<file path="src/rtl/led_seq_ctrl.sv">
// LED pattern sequencer: STOP/RUN/HOLD control, prescaled auto-advance, manual step.
// state | meaning: ST_STOP idle, LEDs dark | ST_RUN auto-advance on tick | ST_HOLD frozen, step advances
module led_seq_ctrl #(
    parameter int unsigned TICK_DIV = 50_000_000,
    parameter int unsigned CNT_W    = 32
) (
    input  logic       clk,
    input  logic       rst,
    input  logic       run,
    input  logic       step,
    input  logic       clr,
    input  logic [1:0] mode,
    output logic       LED0,
    output logic       LED1,
    output logic       LED2,
    output logic       tick,
    output logic [1:0] phase
);

    typedef enum logic [1:0] {
        ST_STOP = 2'd0,
        ST_RUN  = 2'd1,
        ST_HOLD = 2'd2
    } state_t;

    localparam logic [CNT_W-1:0] LP_CNT_LAST = CNT_W'(TICK_DIV - 1);

    state_t           r_state;
    state_t           w_state_nxt;
    logic [CNT_W-1:0] r_cnt;
    logic [CNT_W-1:0] w_cnt_nxt;
    logic [1:0]       r_phase;
    logic [1:0]       w_phase_nxt;
    logic [1:0]       w_phase_inc;
    logic [2:0]       r_led;
    logic [2:0]       w_led_nxt;
    logic             r_tick;
    logic             r_step;
    logic             r_armed;
    logic [1:0]       r_mode;
    logic             w_step_edge;
    logic             w_mode_chg;
    logic             w_tick;
    logic             w_adv;

    function automatic logic [2:0] led_decode(input logic [1:0] f_mode, input logic [1:0] f_phase);
        logic [2:0] v;
        v = 3'b000;
        case ({f_mode, f_phase})
            4'b00_00: v = 3'b001;
            4'b00_01: v = 3'b010;
            4'b00_10: v = 3'b100;
            4'b00_11: v = 3'b000;
            4'b01_00: v = 3'b001;
            4'b01_01: v = 3'b010;
            4'b01_10: v = 3'b100;
            4'b01_11: v = 3'b010;
            4'b10_00: v = 3'b111;
            4'b10_01: v = 3'b000;
            4'b10_10: v = 3'b111;
            4'b10_11: v = 3'b000;
            4'b11_00: v = 3'b001;
            4'b11_01: v = 3'b011;
            4'b11_10: v = 3'b111;
            4'b11_11: v = 3'b000;
            default:  v = 3'b000;
        endcase
        return v;
    endfunction

    always_ff @(posedge clk or posedge rst) begin
        if (rst) begin
            r_state <= ST_STOP;
        end else begin
            r_state <= w_state_nxt;
        end
    end

    always_comb begin
        // r_armed masks a step that was already high when reset released
        w_step_edge = step & ~r_step & r_armed;
        w_mode_chg  = (mode != r_mode);
        w_tick      = (r_state == ST_RUN) & run & (r_cnt == LP_CNT_LAST) & ~clr;
        w_adv       = w_tick | ((r_state == ST_HOLD) & w_step_edge & ~clr);

        w_state_nxt = r_state;
        if (clr) begin
            w_state_nxt = ST_STOP;
        end else begin
            case (r_state)
                ST_STOP: begin
                    if (run) begin
                        w_state_nxt = ST_RUN;
                    end else if (w_step_edge) begin
                        w_state_nxt = ST_HOLD;
                    end
                end
                ST_RUN:  if (!run) w_state_nxt = ST_HOLD;
                ST_HOLD: if (run)  w_state_nxt = ST_RUN;
                default: w_state_nxt = ST_STOP;
            endcase
        end

        w_cnt_nxt = '0;
        if ((r_state == ST_RUN) && (w_state_nxt == ST_RUN)) begin
            w_cnt_nxt = (r_cnt == LP_CNT_LAST) ? '0 : r_cnt + CNT_W'(1);
        end

        w_phase_inc = (r_mode == 2'd2) ? {1'b0, ~r_phase[0]} : r_phase + 2'd1;
        w_phase_nxt = r_phase;
        if ((w_state_nxt == ST_STOP) || w_mode_chg) begin
            w_phase_nxt = 2'd0;
        end else if (w_adv) begin
            w_phase_nxt = w_phase_inc;
        end

        w_led_nxt = (w_state_nxt == ST_STOP) ? 3'b000 : led_decode(mode, w_phase_nxt);
    end

    always_ff @(posedge clk or posedge rst) begin
        if (rst) begin
            r_cnt   <= '0;
            r_phase <= 2'd0;
            r_led   <= 3'b000;
            r_tick  <= 1'b0;
            r_step  <= 1'b0;
            r_armed <= 1'b0;
            r_mode  <= 2'd0;
        end else begin
            r_cnt   <= w_cnt_nxt;
            r_phase <= w_phase_nxt;
            r_led   <= w_led_nxt;
            r_tick  <= w_tick;
            r_step  <= step;
            r_armed <= 1'b1;
            r_mode  <= mode;
        end
    end

    assign {LED2, LED1, LED0} = r_led;
    assign tick               = r_tick;
    assign phase              = r_phase;

endmodule

</file>
<file path="config.mk">
export PLATFORM = sky130hd
export DESIGN_NAME = led_seq_ctrl
export DESIGN_NICKNAME = d
export VERILOG_FILES = /design/src/rtl/led_seq_ctrl.sv
export SDC_FILE = /design/constraint.sdc
export NUM_CORES = 1
export LEC_CHECK = 0
export ABC_CLOCK_PERIOD_IN_PS = 3200
export BUFFER_PORTS_ARGS = -buffer_cell sky130_fd_sc_hd__buf_2
export CAP_MARGIN = 20
export CORE_UTILIZATION = 40
export CTS_CLUSTER_SIZE = 12
export DETAILED_ROUTE_END_ITERATION = 12
export GPL_ROUTABILITY_DRIVEN = 0
export HOLD_SLACK_MARGIN = 0.15
export RECOVER_POWER = 25
export SYNTH_ARGS = -nofsm -noshare
export SYNTH_HDL_FRONTEND = slang
export SYNTH_SLANG_ARGS = --single-unit
</file>
<file path="constraint.sdc">
create_clock -name clk -period 3.2 [get_ports clk]
set_clock_uncertainty 0.05 [all_clocks]
set_input_delay 0 -clock clk [delete_from_list [all_inputs] [get_ports clk]]
set_output_delay 0 -clock clk [all_outputs]
set_load 0.02 [all_outputs]
</file>
; ---- Yosys cells after proc, flatten, opt, wreduce, memory -nomap -nowiden
; Memories as Yosys holds them, arrays and structs flattened.
; Cells that the tools add are included.
[classes]
reduce_logical = 4
n_bitwise = 11
add_sub_neg = 2
mux = 12
n_eq_ne = 6
[op_table]
columns = cell, n
row1 = $mux 32, 2
row2 = $add 32x1->32 const B, 1
row3 = $eq 32x26->1 const B, 1
row4 = $mux 2, 8
row5 = $and 1x1->1, 7
row6 = $pmux 2 s3, 1
row7 = $eq 2x1->1 const B, 2
row8 = $eq 2x2->1 const B, 2
row9 = $logic_not 2->1, 2
row10 = $mux 3, 1
row11 = $not 1->1, 3
row12 = $add 2x1->2 const B, 1
row13 = $ne 2x2->1, 1
row14 = $logic_and 1x1->1, 1
row15 = $logic_or 1x1->1, 1
row16 = $or 1x1->1, 1
[totals]
n_memories = 1
inputBits = 7
elab_cells = 44
mem_bits_ro = 48
out_inout_bits = 6
regBits = 44
[memory_table]
columns = memory, words, width, rd, rd_clocked_by_memory_dff, write_ports, line
row1 = (no name shown), 16, 3, 1, 0, 0, 49  ; case ({f_mode, f_phase})

; ---- Depth between registers and ports, before layout
; An unclocked memory read counts as a cell.
[depth]
depth_word = 12
ltp_mapped = 11
mapped_depth_nobuf = 11

; ---- Worst setup path after synthesis
; No wires, ideal clock.
[synth_timing]
kind = reg2reg
startpoint = reg r_cnt[0]
endpoint = reg r_led[1]
stages_incl_launch_ff = 11
arrival_ns = 2.384
n_path_buf = 0
path_slack_ns = 0.644
t_required_ns = 3.028
path_cell_list = dfrtp_1 > ha_1 > nand3_1 > or4_4 > nor3_4 > nor2_1 > mux2i_2 > ha_1 > a32oi_1 > nand3_1 > a32o_1
[synth_between]
elab_chain_cells = 8
[synth_rtl]
columns = element, line
row1 = from (decl), 30  ; logic [CNT_W-1:0] r_cnt;
row2 = from (signal assigned), 130  ; r_cnt <= w_cnt_nxt;
row3 = $eq 32x26->1, 83  ; w_tick = (r_state == ST_RUN) & run & (r_cnt == LP_CNT_LAST) & ~clr;
row4 = $and 1x1->1 (2 in series), 83
row5 = named net w_tick, 43  ; logic w_tick;
row6 = $or 1x1->1, 84  ; w_adv = w_tick | ((r_state == ST_HOLD) & w_step_edge & ~clr);
row7 = $mux 2, 113  ; end else if (w_adv) begin
row8 = $mux 2, 111  ; if ((w_state_nxt == ST_STOP) || w_mode_chg) begin
row9 = $mem_v2 16x3, -
row10 = $mux 3, 117  ; w_led_nxt = (w_state_nxt == ST_STOP) ? 3'b000 : led_decode(mode, w_phase_nxt);
row11 = named net w_led_nxt[1], 36  ; logic [2:0] w_led_nxt;
row12 = to (signal assigned), 132  ; r_led <= w_led_nxt;
row13 = to (decl), 35  ; logic [2:0] r_led;
; The timed path passes the listed nets, and every way through them passes these cells.

; ---- Worst setup path after layout
[layout_timing]
startpoint = reg r_cnt[28]
endpoint = reg r_led[1]
[layout_between]
elab_chain_cells = 8
[layout_rtl]
columns = element, line
row1 = $eq 32x26->1, 83
row2 = $and 1x1->1 (2 in series), 83
row3 = $or 1x1->1, 84
row4 = $mux 2, 113
row5 = $mux 2, 111
row6 = $mem_v2 16x3, -
row7 = $mux 3, 117
row8 = named net w_led_nxt[1], 36
; The timed path passes the listed nets, and every way through them passes these cells.

==> impl_metrics.tcl <==
set metrics [dict create \
    run_status "finished, violations left" \
    violations "capacitance limit, slew limit" \
    postCtsResizedCells 0 \
    clkTransAtPathRegs_ps 90 \
    relSlewSlack_pct -53.5 \
    rsz0062_at_grt "false" \
    crit_type "flop to flop" \
    instances_no_fill 330 \
    row_count 27 \
    report.final.slew_viol_count 45 \
    synth_area_per_cell_sq_um 9.79 \
    met3_length_microns 153 \
    syn-instance-count 234 \
    hold_ws_ps 358 \
    required_ps 3340 \
    critical-path-slowest-cell "dfrtp_1" \
    drive_above_1_share_pct 10.1 \
    setup_viol 0 \
    drc 0 \
    multi_input_area_sq_um 1130 \
    hpwl_mm 2.91 \
    period_minus_slack_ps 2780 \
    wl_met1_mm 2.18 \
    placed_area_sq_um 2430 \
    synth_edf_count 0 \
    drtAntennaViolNets 0 \
    worstMarginPinSlew_ps 2300 \
    yosysWarnings 0 \
    dieArea_sq_um 6030 \
    crit_chain "nor4_1 -> nand4_1 -> nor4b_1 -> buf_4 -> nand2_1 -> o211ai_4 -> ha_1 -> a32oi_1 -> nand3_1 -> a32o_1" \
    cp_max_fo 4 \
    postLayoutCellArea_sq_um 2620 \
    routed-via-count 1674 \
    grt_pass1_wl_mm 7.60 \
    pin_count 13 \
    highest_layer "met4" \
    fill_cells 517 \
    grt_usage_pct 16.1 \
    cts_buffers 5 \
    powerDensity_nw_per_um2 413 \
    hold_class "primary input to flop" \
    portBuffers 12 \
    cts-root-buf "clkbuf_8" \
    die_x_microns 77.7 \
    synth.distinct_cells 46 \
    dp.cells 315 \
    final_util_pct 47.6 \
    pre_cts_ws_ps 434 \
    async_reset_ff_share_pct 100 \
    grt_overflow 0 \
    cp-end-kind "flop" \
    finalHoldViolCount 0 \
    htree_num_levels 2 \
    drt-total-wl_mm 4.32 \
    cts_tree "built" \
    max_stage_delay_ps 420 \
    min_period_over_period_pct 86.9 \
    setup_ws_ps 418 \
    ys_seq_area_share_pct 48.1 \
    critPathLaunchType "flop" \
    insertion_delay_ps 300 \
    num_antenna_cells 0 \
    cap_violations 1 \
    tns_ps 0 \
    synth_area_sq_um 2290 \
    core_sq_um 5510 \
    area_growth_pct 14.3 \
    ir_worst_vdd_uv 224 \
    met2_length_mm 1.94 \
    firstDrtPassIters 4 \
    p_leak_nw 1.10 \
    antenna_found_initial 0 \
    final_nets 268 \
    cts_setup_buffers 0 \
    grt_max_degree 45 \
    fmax_mhz 359 \
    grt_pass1_vias 1659 \
    wl_per_cell_microns 13.1 \
    register_area_sq_um 1100 \
    synth_top_flop_cell "dfrtp_1" \
    clock_path_buffers 2 \
    drt_iter0_drc 76 \
    initial_utilization_pct 41.6 \
    via_per_inst 5.07 \
    arrival_ps 2920 \
    die_h_microns 77.7 \
    power_mw 1.08 \
    clock-sinks 44 \
    synth_nets 245 \
    ys_seq_elements 44 \
]
## report_power, final
group / switching (mW) / internal, mW / leakage (nW)
combinational: 0.0351 / 0.0205 / 0.437
sequential: 0.00402 / 0.562 / 0.602
clock: 0.184 / 0.275 / 0.0645
## what timing repair did
item / CTS / global route
hold endpoints to repair: 55 / 0
setup endpoints to repair: 0 / 0
hold buffers: 7 / 0
## sequential cells by signal, indices dropped and copies added, names as in the netlist
signal   count
r_mode       2
r_led        3
r_state      2
tick         1
r_armed      1
phase        2
r_step       1
r_cnt       32
## kinds of logic (layout without fill, tap and decap cells)
kind of cell             count (synthesis)  count (layout)  share of synthesized area [%]
buffers and inverters                   15              39                           2.73
flip-flops                              44              44                           48.1
XOR/XNOR                                31              31                           11.9
AO/OA/AOI/OAI                           15              15                           5.35
other                                    1               1                          0.164
AND/OR/NAND/NOR                        123             123                           29.1
adder cells (fa/ha/maj)                  4               4                           2.18
multiplexers                             1               1                          0.601
## worst max-delay path, delay by kind of cell, from the launching register on
kind	cells	cell delay [ps]
AND/OR/NAND/NOR	5	1230
AO/OA/AOI/OAI	3	530
flip-flops	1	420
adder cells (fa/ha/maj)	1	270
buffers and inverters	1	170
## worst paths after layout
check | endpoint | cells past startpoint | slack (ps) | from
min | r_step | 2 | 360 | step
max in group asynchronous | r_cnt[13] | 4 | 760 | rst
max | r_led[1] | 10 | 420 | r_cnt[28]
min in group asynchronous | r_mode[0] | 4 | 1030 | rst
max reg2reg | r_led[1] | 10 | 420 | r_cnt[28]
min reg2reg | r_cnt[0] | 1 | 460 | r_cnt[0]
## placed cells by master (no fill, tap or decap), types with 3 or more instances in the layout
cell,count
and3_1,6
clkbuf_1,8
nor4b_1,5
nand4_1,11
clkbuf_8,7
dlygate4sd3_1,7
nand2_1,13
inv_1,7
ha_1,4
nor2_1,45
xnor2_1,13
nor3_1,6
nand3_1,10
xor2_1,18
nor2b_1,3
buf_2,5
dfrtp_1,44
and2_1,3
## cell usage after synthesis, types with 3 or more instances
| master | number | area share [%] |
|---|---|---|
| xor2_1 | 18 | 6.9 |
| nor4b_1 | 5 | 1.9 |
| nor2b_1 | 3 | 0.82 |
| nor2_1 | 45 | 7.4 |
| nand2_1 | 13 | 2.1 |
| ha_1 | 4 | 2.2 |
| nor3_1 | 6 | 1.3 |
| inv_1 | 8 | 1.3 |
| dfrtp_1 | 44 | 48 |
| and3_1 | 6 | 1.6 |
| xnor2_1 | 13 | 5.0 |
| nand3_1 | 10 | 2.2 |
| and2_1 | 3 | 0.82 |
| buf_2 | 5 | 1.1 |
| nand4_1 | 11 | 3.0 |
## layout make-up
type	instances	share of cell area, %
Multi-Input combinational cell	175	43.0
Sequential cell	44	42.0
Timing Repair Buffer	22	5.35
Clock buffer	7	3.68
Tap cell	72	3.44
Inverter	9	1.29
Clock inverter	1	1.15
## metal layers
| layer | up-vias | global-route usage, % |
|---|---|---|
| met5 | - | 0 |
| met4 | 0 | 5.47 |
| met3 | 5 | 4.24 |
| met2 | 19 | 24.4 |
| met1 | 799 | 22.2 |
| li1 | 851 | - |
Power figures use the tool's default switching activity.
